$ cat config.mk
export PLATFORM = sky130hd
export DESIGN_NAME = ccc_reset_sequencer_flat
export DESIGN_NICKNAME = d
export VERILOG_FILES = /design/src/rtl/ccc_reset_sequencer_pkg.sv /design/src/rtl/ccc_reset_sequencer_if.sv /design/src/rtl/ccc_reset_sequencer_bit_sync2.sv /design/src/rtl/ccc_reset_sequencer.sv /design/src/flat_wrapper.sv
export SDC_FILE = /design/constraint.sdc
export NUM_CORES = 1
export LEC_CHECK = 0
export ABC_AREA = 1
export CORE_ASPECT_RATIO = 0.6
export CORE_MARGIN = 5
export CORE_UTILIZATION = 45
export DETAILED_ROUTE_END_ITERATION = 10
export HOLD_SLACK_MARGIN = 0.05
export MAX_ROUTING_LAYER = met4
export PLACE_DENSITY = 0.66
export SYNTH_ARGS = -nofsm -noshare
export SYNTH_HDL_FRONTEND = slang
export SYNTH_SLANG_ARGS = --single-unit
$ cat constraint.sdc
create_clock -name CLK -period 1.4 [get_ports CLK]
set_input_delay 0.42 -clock CLK [delete_from_list [all_inputs] [get_ports CLK]]
set_output_delay 0.42 -clock CLK [all_outputs]
set_load 0.01 [all_outputs]
$ cat src/rtl/ccc_reset_sequencer_pkg.sv
// Shared types and constants for the CCC PLL supervisor / reset sequencer.
package ccc_seq_pkg;

    typedef enum logic [2:0] {
        PWRDN,
        WAIT_LOCK,
        FILTER,
        RELEASE,
        RUN,
        FAULT
    } seq_state_e;

    localparam int unsigned LOSS_W = 8;
    localparam logic [LOSS_W-1:0] LOSS_SAT = '1;

    function automatic int unsigned max4(input int unsigned a, input int unsigned b,
                                         input int unsigned c, input int unsigned d);
        int unsigned m;
        m = a;
        if (b > m) m = b;
        if (c > m) m = c;
        if (d > m) m = d;
        return m;
    endfunction

    function automatic logic [LOSS_W-1:0] sat_inc(input logic [LOSS_W-1:0] v);
        return (v == LOSS_SAT) ? v : v + 1'b1;
    endfunction

endpackage

$ cat src/rtl/ccc_reset_sequencer_if.sv
// Control/status bundle between the reset sequencer and the CCC / clock-domain consumers.
interface ccc_reset_sequencer_if #(
    parameter int unsigned NUM_OUT = 4
) ();

    logic                            PLL_LOCK;
    logic                            RESTART;
    logic [NUM_OUT-1:0]              EN_MASK;
    logic                            PLL_POWERDOWN_N;
    logic [NUM_OUT-1:0]              OUT_RESET;
    logic                            READY;
    logic                            FAULT;
    logic [ccc_seq_pkg::LOSS_W-1:0]  LOSS_COUNT;

    modport master (
        input  PLL_LOCK, RESTART, EN_MASK,
        output PLL_POWERDOWN_N, OUT_RESET, READY, FAULT, LOSS_COUNT
    );

    modport slave (
        output PLL_LOCK, RESTART, EN_MASK,
        input  PLL_POWERDOWN_N, OUT_RESET, READY, FAULT, LOSS_COUNT
    );

endinterface

$ cat src/rtl/ccc_reset_sequencer_bit_sync2.sv
// Two-flop synchroniser for a single asynchronous level, with selectable reset value.
module bit_sync2 #(
    parameter logic RESET_VAL = 1'b0
) (
    input  logic clk,
    input  logic rst,
    input  logic d,
    output logic q
);

    logic [1:0] sync_q;
    logic [1:0] sync_d;

    always_comb begin
        sync_d = {sync_q[0], d};
    end

    always_ff @(posedge clk) begin
        if (rst) begin
            sync_q <= {2{RESET_VAL}};
        end else begin
            sync_q <= sync_d;
        end
    end

    assign q = sync_q[1];

endmodule

$ cat src/rtl/ccc_reset_sequencer.sv
// PLL supervisor and staggered per-domain reset release for the fabric CCC.
module ccc_reset_sequencer
    import ccc_seq_pkg::*;
#(
    parameter int unsigned NUM_OUT      = 4,
    parameter int unsigned PD_CYCLES    = 16,
    parameter int unsigned LOCK_FILTER  = 64,
    parameter int unsigned STAGGER      = 8,
    parameter int unsigned LOCK_TIMEOUT = 1000,
    parameter int unsigned MAX_RETRY    = 3
) (
    input  logic                   CLK,
    input  logic                   RESET,
    ccc_reset_sequencer_if.master  bus
);

    localparam int unsigned TW = $clog2(max4(PD_CYCLES, LOCK_FILTER, STAGGER, LOCK_TIMEOUT)) + 1;
    localparam int unsigned SW = (NUM_OUT > 1) ? $clog2(NUM_OUT) : 1;
    localparam int unsigned RW = $clog2(MAX_RETRY + 1);

    localparam logic [TW-1:0] PD_LAST   = TW'(PD_CYCLES - 1);
    localparam logic [TW-1:0] FILT_LAST = TW'(LOCK_FILTER - 1);
    localparam logic [TW-1:0] STAG_LAST = TW'(STAGGER - 1);
    localparam logic [TW-1:0] TO_LAST   = TW'(LOCK_TIMEOUT - 1);
    localparam logic [SW-1:0] SLOT_LAST = SW'(NUM_OUT - 1);
    localparam logic [RW-1:0] RETRY_MAX = RW'(MAX_RETRY);

    logic lock_s;

    seq_state_e          state_q,   state_d;
    logic [TW-1:0]       timer_q,   timer_d;
    logic [SW-1:0]       slot_q,    slot_d;
    logic [RW-1:0]       retry_q,   retry_d;
    logic                pd_n_q,    pd_n_d;
    logic [NUM_OUT-1:0]  out_rst_q, out_rst_d;
    logic                ready_q,   ready_d;
    logic                fault_q,   fault_d;
    logic [LOSS_W-1:0]   loss_q,    loss_d;
    logic [RW-1:0]       retry_inc;

    bit_sync2 #(.RESET_VAL(1'b0)) u_lock_sync (
        .clk (CLK),
        .rst (RESET),
        .d   (bus.PLL_LOCK),
        .q   (lock_s)
    );

    always_comb begin
        state_d   = state_q;
        timer_d   = timer_q;
        slot_d    = slot_q;
        retry_d   = retry_q;
        pd_n_d    = pd_n_q;
        out_rst_d = out_rst_q;
        ready_d   = ready_q;
        fault_d   = fault_q;
        loss_d    = loss_q;
        retry_inc = retry_q + 1'b1;

        if (bus.RESTART) begin
            state_d   = PWRDN;
            timer_d   = '0;
            slot_d    = '0;
            retry_d   = '0;
            pd_n_d    = 1'b0;
            out_rst_d = '1;
            ready_d   = 1'b0;
            fault_d   = 1'b0;
        end else begin
            unique case (state_q)
                PWRDN: begin
                    pd_n_d = 1'b0;
                    if (timer_q == PD_LAST) begin
                        state_d = WAIT_LOCK;
                        timer_d = '0;
                        pd_n_d  = 1'b1;
                    end else begin
                        timer_d = timer_q + 1'b1;
                    end
                end
                WAIT_LOCK: begin
                    // Timeout outranks a lock that arrives on the same edge.
                    if (timer_q == TO_LAST) begin
                        retry_d = retry_inc;
                        timer_d = '0;
                        pd_n_d  = 1'b0;
                        if (retry_inc == RETRY_MAX) begin
                            state_d = FAULT;
                            fault_d = 1'b1;
                        end else begin
                            state_d = PWRDN;
                        end
                    end else if (lock_s) begin
                        state_d = FILTER;
                        timer_d = '0;
                    end else begin
                        timer_d = timer_q + 1'b1;
                    end
                end
                FILTER: begin
                    if (!lock_s) begin
                        state_d = WAIT_LOCK;
                        timer_d = '0;
                    end else if (timer_q == FILT_LAST) begin
                        state_d = RELEASE;
                        timer_d = '0;
                        slot_d  = '0;
                    end else begin
                        timer_d = timer_q + 1'b1;
                    end
                end
                RELEASE, RUN: begin
                    if (!lock_s) begin
                        state_d   = WAIT_LOCK;
                        timer_d   = '0;
                        out_rst_d = '1;
                        ready_d   = 1'b0;
                        loss_d    = sat_inc(loss_q);
                    end else if (state_q == RELEASE) begin
                        // Masked slots still take their interval so release timing is mask-independent.
                        if (timer_q == STAG_LAST) begin
                            timer_d = '0;
                            if (bus.EN_MASK[slot_q]) out_rst_d[slot_q] = 1'b0;
                            if (slot_q == SLOT_LAST) begin
                                state_d = RUN;
                                ready_d = 1'b1;
                            end else begin
                                slot_d = slot_q + 1'b1;
                            end
                        end else begin
                            timer_d = timer_q + 1'b1;
                        end
                    end
                end
                FAULT: begin
                    pd_n_d    = 1'b0;
                    out_rst_d = '1;
                    ready_d   = 1'b0;
                    fault_d   = 1'b1;
                end
                default: begin
                    state_d   = PWRDN;
                    timer_d   = '0;
                    pd_n_d    = 1'b0;
                    out_rst_d = '1;
                    ready_d   = 1'b0;
                end
            endcase
        end
    end

    always_ff @(posedge CLK) begin
        if (RESET) begin
            state_q   <= PWRDN;
            timer_q   <= '0;
            slot_q    <= '0;
            retry_q   <= '0;
            pd_n_q    <= 1'b0;
            out_rst_q <= '1;
            ready_q   <= 1'b0;
            fault_q   <= 1'b0;
            loss_q    <= '0;
        end else begin
            state_q   <= state_d;
            timer_q   <= timer_d;
            slot_q    <= slot_d;
            retry_q   <= retry_d;
            pd_n_q    <= pd_n_d;
            out_rst_q <= out_rst_d;
            ready_q   <= ready_d;
            fault_q   <= fault_d;
            loss_q    <= loss_d;
        end
    end

    assign bus.PLL_POWERDOWN_N = pd_n_q;
    assign bus.OUT_RESET       = out_rst_q;
    assign bus.READY           = ready_q;
    assign bus.FAULT           = fault_q;
    assign bus.LOSS_COUNT      = loss_q;

endmodule

$ cat src/flat_wrapper.sv
// flat-port wrapper written by rule: the top's interface ports become plain ports
module ccc_reset_sequencer_flat import ccc_seq_pkg::*;
#(
    parameter int unsigned NUM_OUT      = 4,
    parameter int unsigned PD_CYCLES    = 16,
    parameter int unsigned LOCK_FILTER  = 64,
    parameter int unsigned STAGGER      = 8,
    parameter int unsigned LOCK_TIMEOUT = 1000,
    parameter int unsigned MAX_RETRY    = 3
)
  (CLK, RESET, bus_PLL_LOCK, bus_RESTART, bus_EN_MASK, bus_PLL_POWERDOWN_N, bus_OUT_RESET, bus_READY, bus_FAULT, bus_LOSS_COUNT);
  ccc_reset_sequencer_if #(.NUM_OUT(NUM_OUT)) bus_i ();
  input  logic CLK;
  input  logic RESET;
  input wire logic [$bits(bus_i.PLL_LOCK)-1:0] bus_PLL_LOCK;
  input wire logic [$bits(bus_i.RESTART)-1:0] bus_RESTART;
  input wire logic [$bits(bus_i.EN_MASK)-1:0] bus_EN_MASK;
  output wire logic [$bits(bus_i.PLL_POWERDOWN_N)-1:0] bus_PLL_POWERDOWN_N;
  output wire logic [$bits(bus_i.OUT_RESET)-1:0] bus_OUT_RESET;
  output wire logic [$bits(bus_i.READY)-1:0] bus_READY;
  output wire logic [$bits(bus_i.FAULT)-1:0] bus_FAULT;
  output wire logic [$bits(bus_i.LOSS_COUNT)-1:0] bus_LOSS_COUNT;
  assign bus_i.PLL_LOCK = bus_PLL_LOCK;
  assign bus_i.RESTART = bus_RESTART;
  assign bus_i.EN_MASK = bus_EN_MASK;
  assign bus_PLL_POWERDOWN_N = bus_i.PLL_POWERDOWN_N;
  assign bus_OUT_RESET = bus_i.OUT_RESET;
  assign bus_READY = bus_i.READY;
  assign bus_FAULT = bus_i.FAULT;
  assign bus_LOSS_COUNT = bus_i.LOSS_COUNT;
  ccc_reset_sequencer #(.NUM_OUT(NUM_OUT), .PD_CYCLES(PD_CYCLES), .LOCK_FILTER(LOCK_FILTER), .STAGGER(STAGGER), .LOCK_TIMEOUT(LOCK_TIMEOUT), .MAX_RETRY(MAX_RETRY)) u_core (.CLK(CLK), .RESET(RESET), .bus(bus_i));
endmodule
==> metrics.md <==
| Metric | Value |
|---|---|
| Final Hold Fails | `0` |
| Yosys Warn Count | `0` |
| Layout Cells excl Fill | `about 450` |
| TritonCTS Buffers | `5` |
| Avg Inst Size Synth | `about 6.9 µm²` |
| Post-layout nets | `slightly above 400` |
| Synth unique cells | `31` |
| Area contributors post-synth | `dfxtp_1 (34%), nand2_1 (12%), nor2_1 (8.3%), inv_1 (5.5%), nand3_1 (5.2%)` |
| Worst-path clk slew | `about 0.080 ns` |
| DPL Wire Length | `3857 µm` |
| Largest net degree at the start of global routing | `11` |
| Total global-route track usage | `between 10% and 20%` |
| Final period util | `117.1%` |
| Worst EP arrival | `approximately 1.8 ns` |
| Htree depth | `2` |
| Critical Path Fanout Max | `6` |
| CP startpoint | `u_core.timer_q[1]` |
| Hold Path Origin | `u_core.u_lock_sync.sync_q[0]` |
| Critical path capture point type | `flop` |
| Synth Cell Area | `just over 2000 µm²` |
| # DRC | `0` |
| Synthesized netlist net count | `a little over 300` |
| Hold Path Class | `reg2reg` |
| Met3 usage | `4.905%` |
| Cells after Synth | `about 300` |
| Root Buffer | `clkbuf_8` |
| CP required | `~1.6 ns` |
| Initial DRC count | `between 100 and 150` |
| Leading area contributor after synthesis | `dfxtp_1` |
| Gr ovfl total | `0` |
| Clock Sinks | `35` |
| Drt wl/cell | `between 10 and 15 µm` |
| Port buffer count | `22` |
| Kind of critical path | `reg2reg` |
| Pwr Density | `582.5 nW/µm²` |
| Post-DR vias/cell | `4.773` |
| Initial antenna violation count | `0` |
| Final TNS setup | `-4.380 ns` |
| Layout cells sized above 1 | `a little under half` |
| Synth-to-Final Area Change | `62.50%` |
| Final WS setup | `-0.2393 ns` |
| Clock buffer depth | `2` |
| Pre-antenna DRT Iters | `4` |
| Final setup fails | `31` |
| Worst r2r src | `u_core.timer_q[1]` |
| Routability cong. | `0.8968` |
| CTS Hold Bufs | `0` |
| Setup crit start kind | `flop` |
| Row cnt | `18` |
| Post-Place Cells | `roughly 430` |
| Worst rel slew slack | `between 70% and 80%` |
| Placeable Area | `4234 µm²` |
| Die area | `around 6000 µm²` |
| Die X | `96.75 µm` |
| Unrepaired setup endpoints after global routing | `true` |
| Status | `complete, but fails checks` |
| Antenna diodes | `0` |
| CTS tree | `built` |
| Starting Density | `between 40% and 50%` |
| Routed WL | `around 6000 µm` |
| Most crowded layer after global routing | `met2` |
| Post-synth top area share | `between 30% and 40%` |
| Grt met2 use | `slightly below 30%` |
| Fin crit period | `about 1.6 ns` |
| GRT met1 Usage | `26.73%` |
| Worst vdd ir | `roughly 480 µV` |
| First-pass GRT wire length | `roughly 9000 µm` |
| Maxcap violations | `0` |
| Post-route ant nets | `0` |
| Dpl ws | `-0.3193 ns` |
| Vias in the first global route | `1930` |
| Post-Route Skew | `~0.0090 ns` |
| Post-synthesis sequential area ratio | `between 30% and 40%` |
| Leakage Power | `about 1.5 nW` |
| Pins Over Slew Limit | `0` |
| Filler cells | `290` |
| Worst hold slack | `about 0.41 ns` |
| Clk_lat worst skew | `about 0.29 ns` |
| Flops & latches, synth | `35` |
| Number of I/O pins | `23` |
| Vias post-DR | `approximately 2100` |
| Fmax | `between 0.6 and 0.7 GHz` |
| Die Span Y | `roughly 62 µm` |
| Worst Max-Slew Pin Slew | `just under 0.4 ns` |
| Failing checks | `setup timing` |
cell families after synthesis:
logic type,share of synthesized area [%]
multiplexers,0.4926
buffers and inverters,8.128
XOR/XNOR,5.603
AND/OR/NAND/NOR,39.66
adder cells (fa/ha/maj),4.310
AO/OA/AOI/OAI,7.328
flip-flops,34.48
area by class of cell:
cell class | count | area [µm²] | share of cell area (%)
Clock buffer | 8 | 100.1 | 3.031
Sequential cell | 35 | 723.2 | 21.90
Multi-Input combinational cell | 218 | 1479 | 44.79
Inverter | 37 | 143.9 | 4.358
Tap cell | 60 | 75.07 | 2.274
Timing Repair Buffer | 91 | 780.7 | 23.65
synthesized netlist by cell type:
cell	number
nand2_2	5
o21ai_1	2
xnor2_1	1
o21ai_0	8
nand2_1	66
nor2_8	1
mux2i_1	1
buf_6	2
o21ai_2	1
nand4_2	1
nand4_1	3
nor2_2	12
nand3_2	1
and2_1	1
nor2_1	45
nand3_1	21
nor2_4	2
clkinv_1	1
nand2_4	3
dfxtp_1	35
inv_1	30
or2_0	1
ha_1	7
xor2_1	12
clkbuf_1	1
nand3_4	1
inv_2	6
a21boi_1	1
o21a_1	1
nor3_1	6
a21oi_1	15
power breakdown:
part	switching, mW	internal, mW	total (mW)
combinational	0.0494	0.0569	0.106
sequential	0.00595	0.995	1.00
clock	0.367	0.449	0.817
routing by layer:
metal	part of all wire, %	vias up
met2	44	47
met5	0	-
met4	0.80	0
met1	49	980
met3	5.2	6
li1	-	1110
worst max-delay path: stages (launching register included):
cell,delay [ns]
dfxtp_4,0.37
ha_4,0.19
nand3_4,0.12
nor2_4,0.17
nand2_2,0.07
nand2_2,0.08
nand2_2,0.06
nor2_2,0.08
nand2_1,0.07
nand2_2,0.11
buf_8,0.16
nor2_1,0.06
per-stage QoR:
stage,cell area [µm²],utilization (%),total power [mW]
4_1_cts,3060,72.28,1.956
3_5_place_dp,2769,65.40,1.125
3_3_place_gp,2769,65.40,1.122
6_report,3302,77.98,1.923
5_1_grt,3302,77.98,1.998
2_1_floorplan,2066,-,1.071
worst paths after layout:
check | endpoint | slack (ns) | cells after the start
setup / recovery | u_core.timer_q[7] | -0.24 | 11
hold / removal | u_core.u_lock_sync.sync_q[1] | 0.41 | 2
setup reg to reg | u_core.timer_q[7] | -0.24 | 11
hold reg to reg | u_core.u_lock_sync.sync_q[1] | 0.41 | 2
state kept, by name, indices dropped and copies added, names as in the netlist:
register and cells:
u_core.bus.PLL_POWERDOWN_N 1, u_core.state_q 3, u_core.bus.LOSS_COUNT 8, u_core.timer_q 11
u_core.slot_q 2, u_core.retry_q 2, u_core.bus.OUT_RESET 4, u_core.u_lock_sync.sync_q 2
u_core.bus.FAULT 1, u_core.bus.READY 1
cell usage in the layout (no fill, tap or decap), types with 2 or more instances in the layout:
| cell | instances |
|---|---|
| clkdlybuf4s15_1 | 2 |
| dfxtp_1 | 25 |
| o21ai_0 | 7 |
| nor2_2 | 16 |
| nand3_1 | 8 |
| dlygate4sd2_1 | 12 |
| nor3_1 | 5 |
| nand4_1 | 3 |
| o21ai_2 | 2 |
| buf_6 | 8 |
| dfxtp_2 | 6 |
| ha_1 | 5 |
| buf_12 | 2 |
| nand2_4 | 7 |
| nand2_1 | 49 |
| o21ai_1 | 2 |
| nor2_4 | 14 |
| nand3_2 | 12 |
| nand2_2 | 18 |
| clkdlybuf4s50_1 | 7 |
| buf_4 | 58 |
| nand3_4 | 3 |
| inv_1 | 29 |
| inv_2 | 5 |
| clkbuf_8 | 7 |
| a21oi_2 | 5 |
| inv_4 | 2 |
| xor2_1 | 11 |
| a21oi_1 | 10 |
| nor2_1 | 29 |
| dfxtp_4 | 4 |
| ha_4 | 2 |
timing repair:
item	CTS	global route
pin swaps	12	30
setup buffers	9	7
gates cloned	1	0
setup endpoints to repair	47	36
gates resized for setup	48	70
No activity file was read; power rests on OpenSTA's default activity.
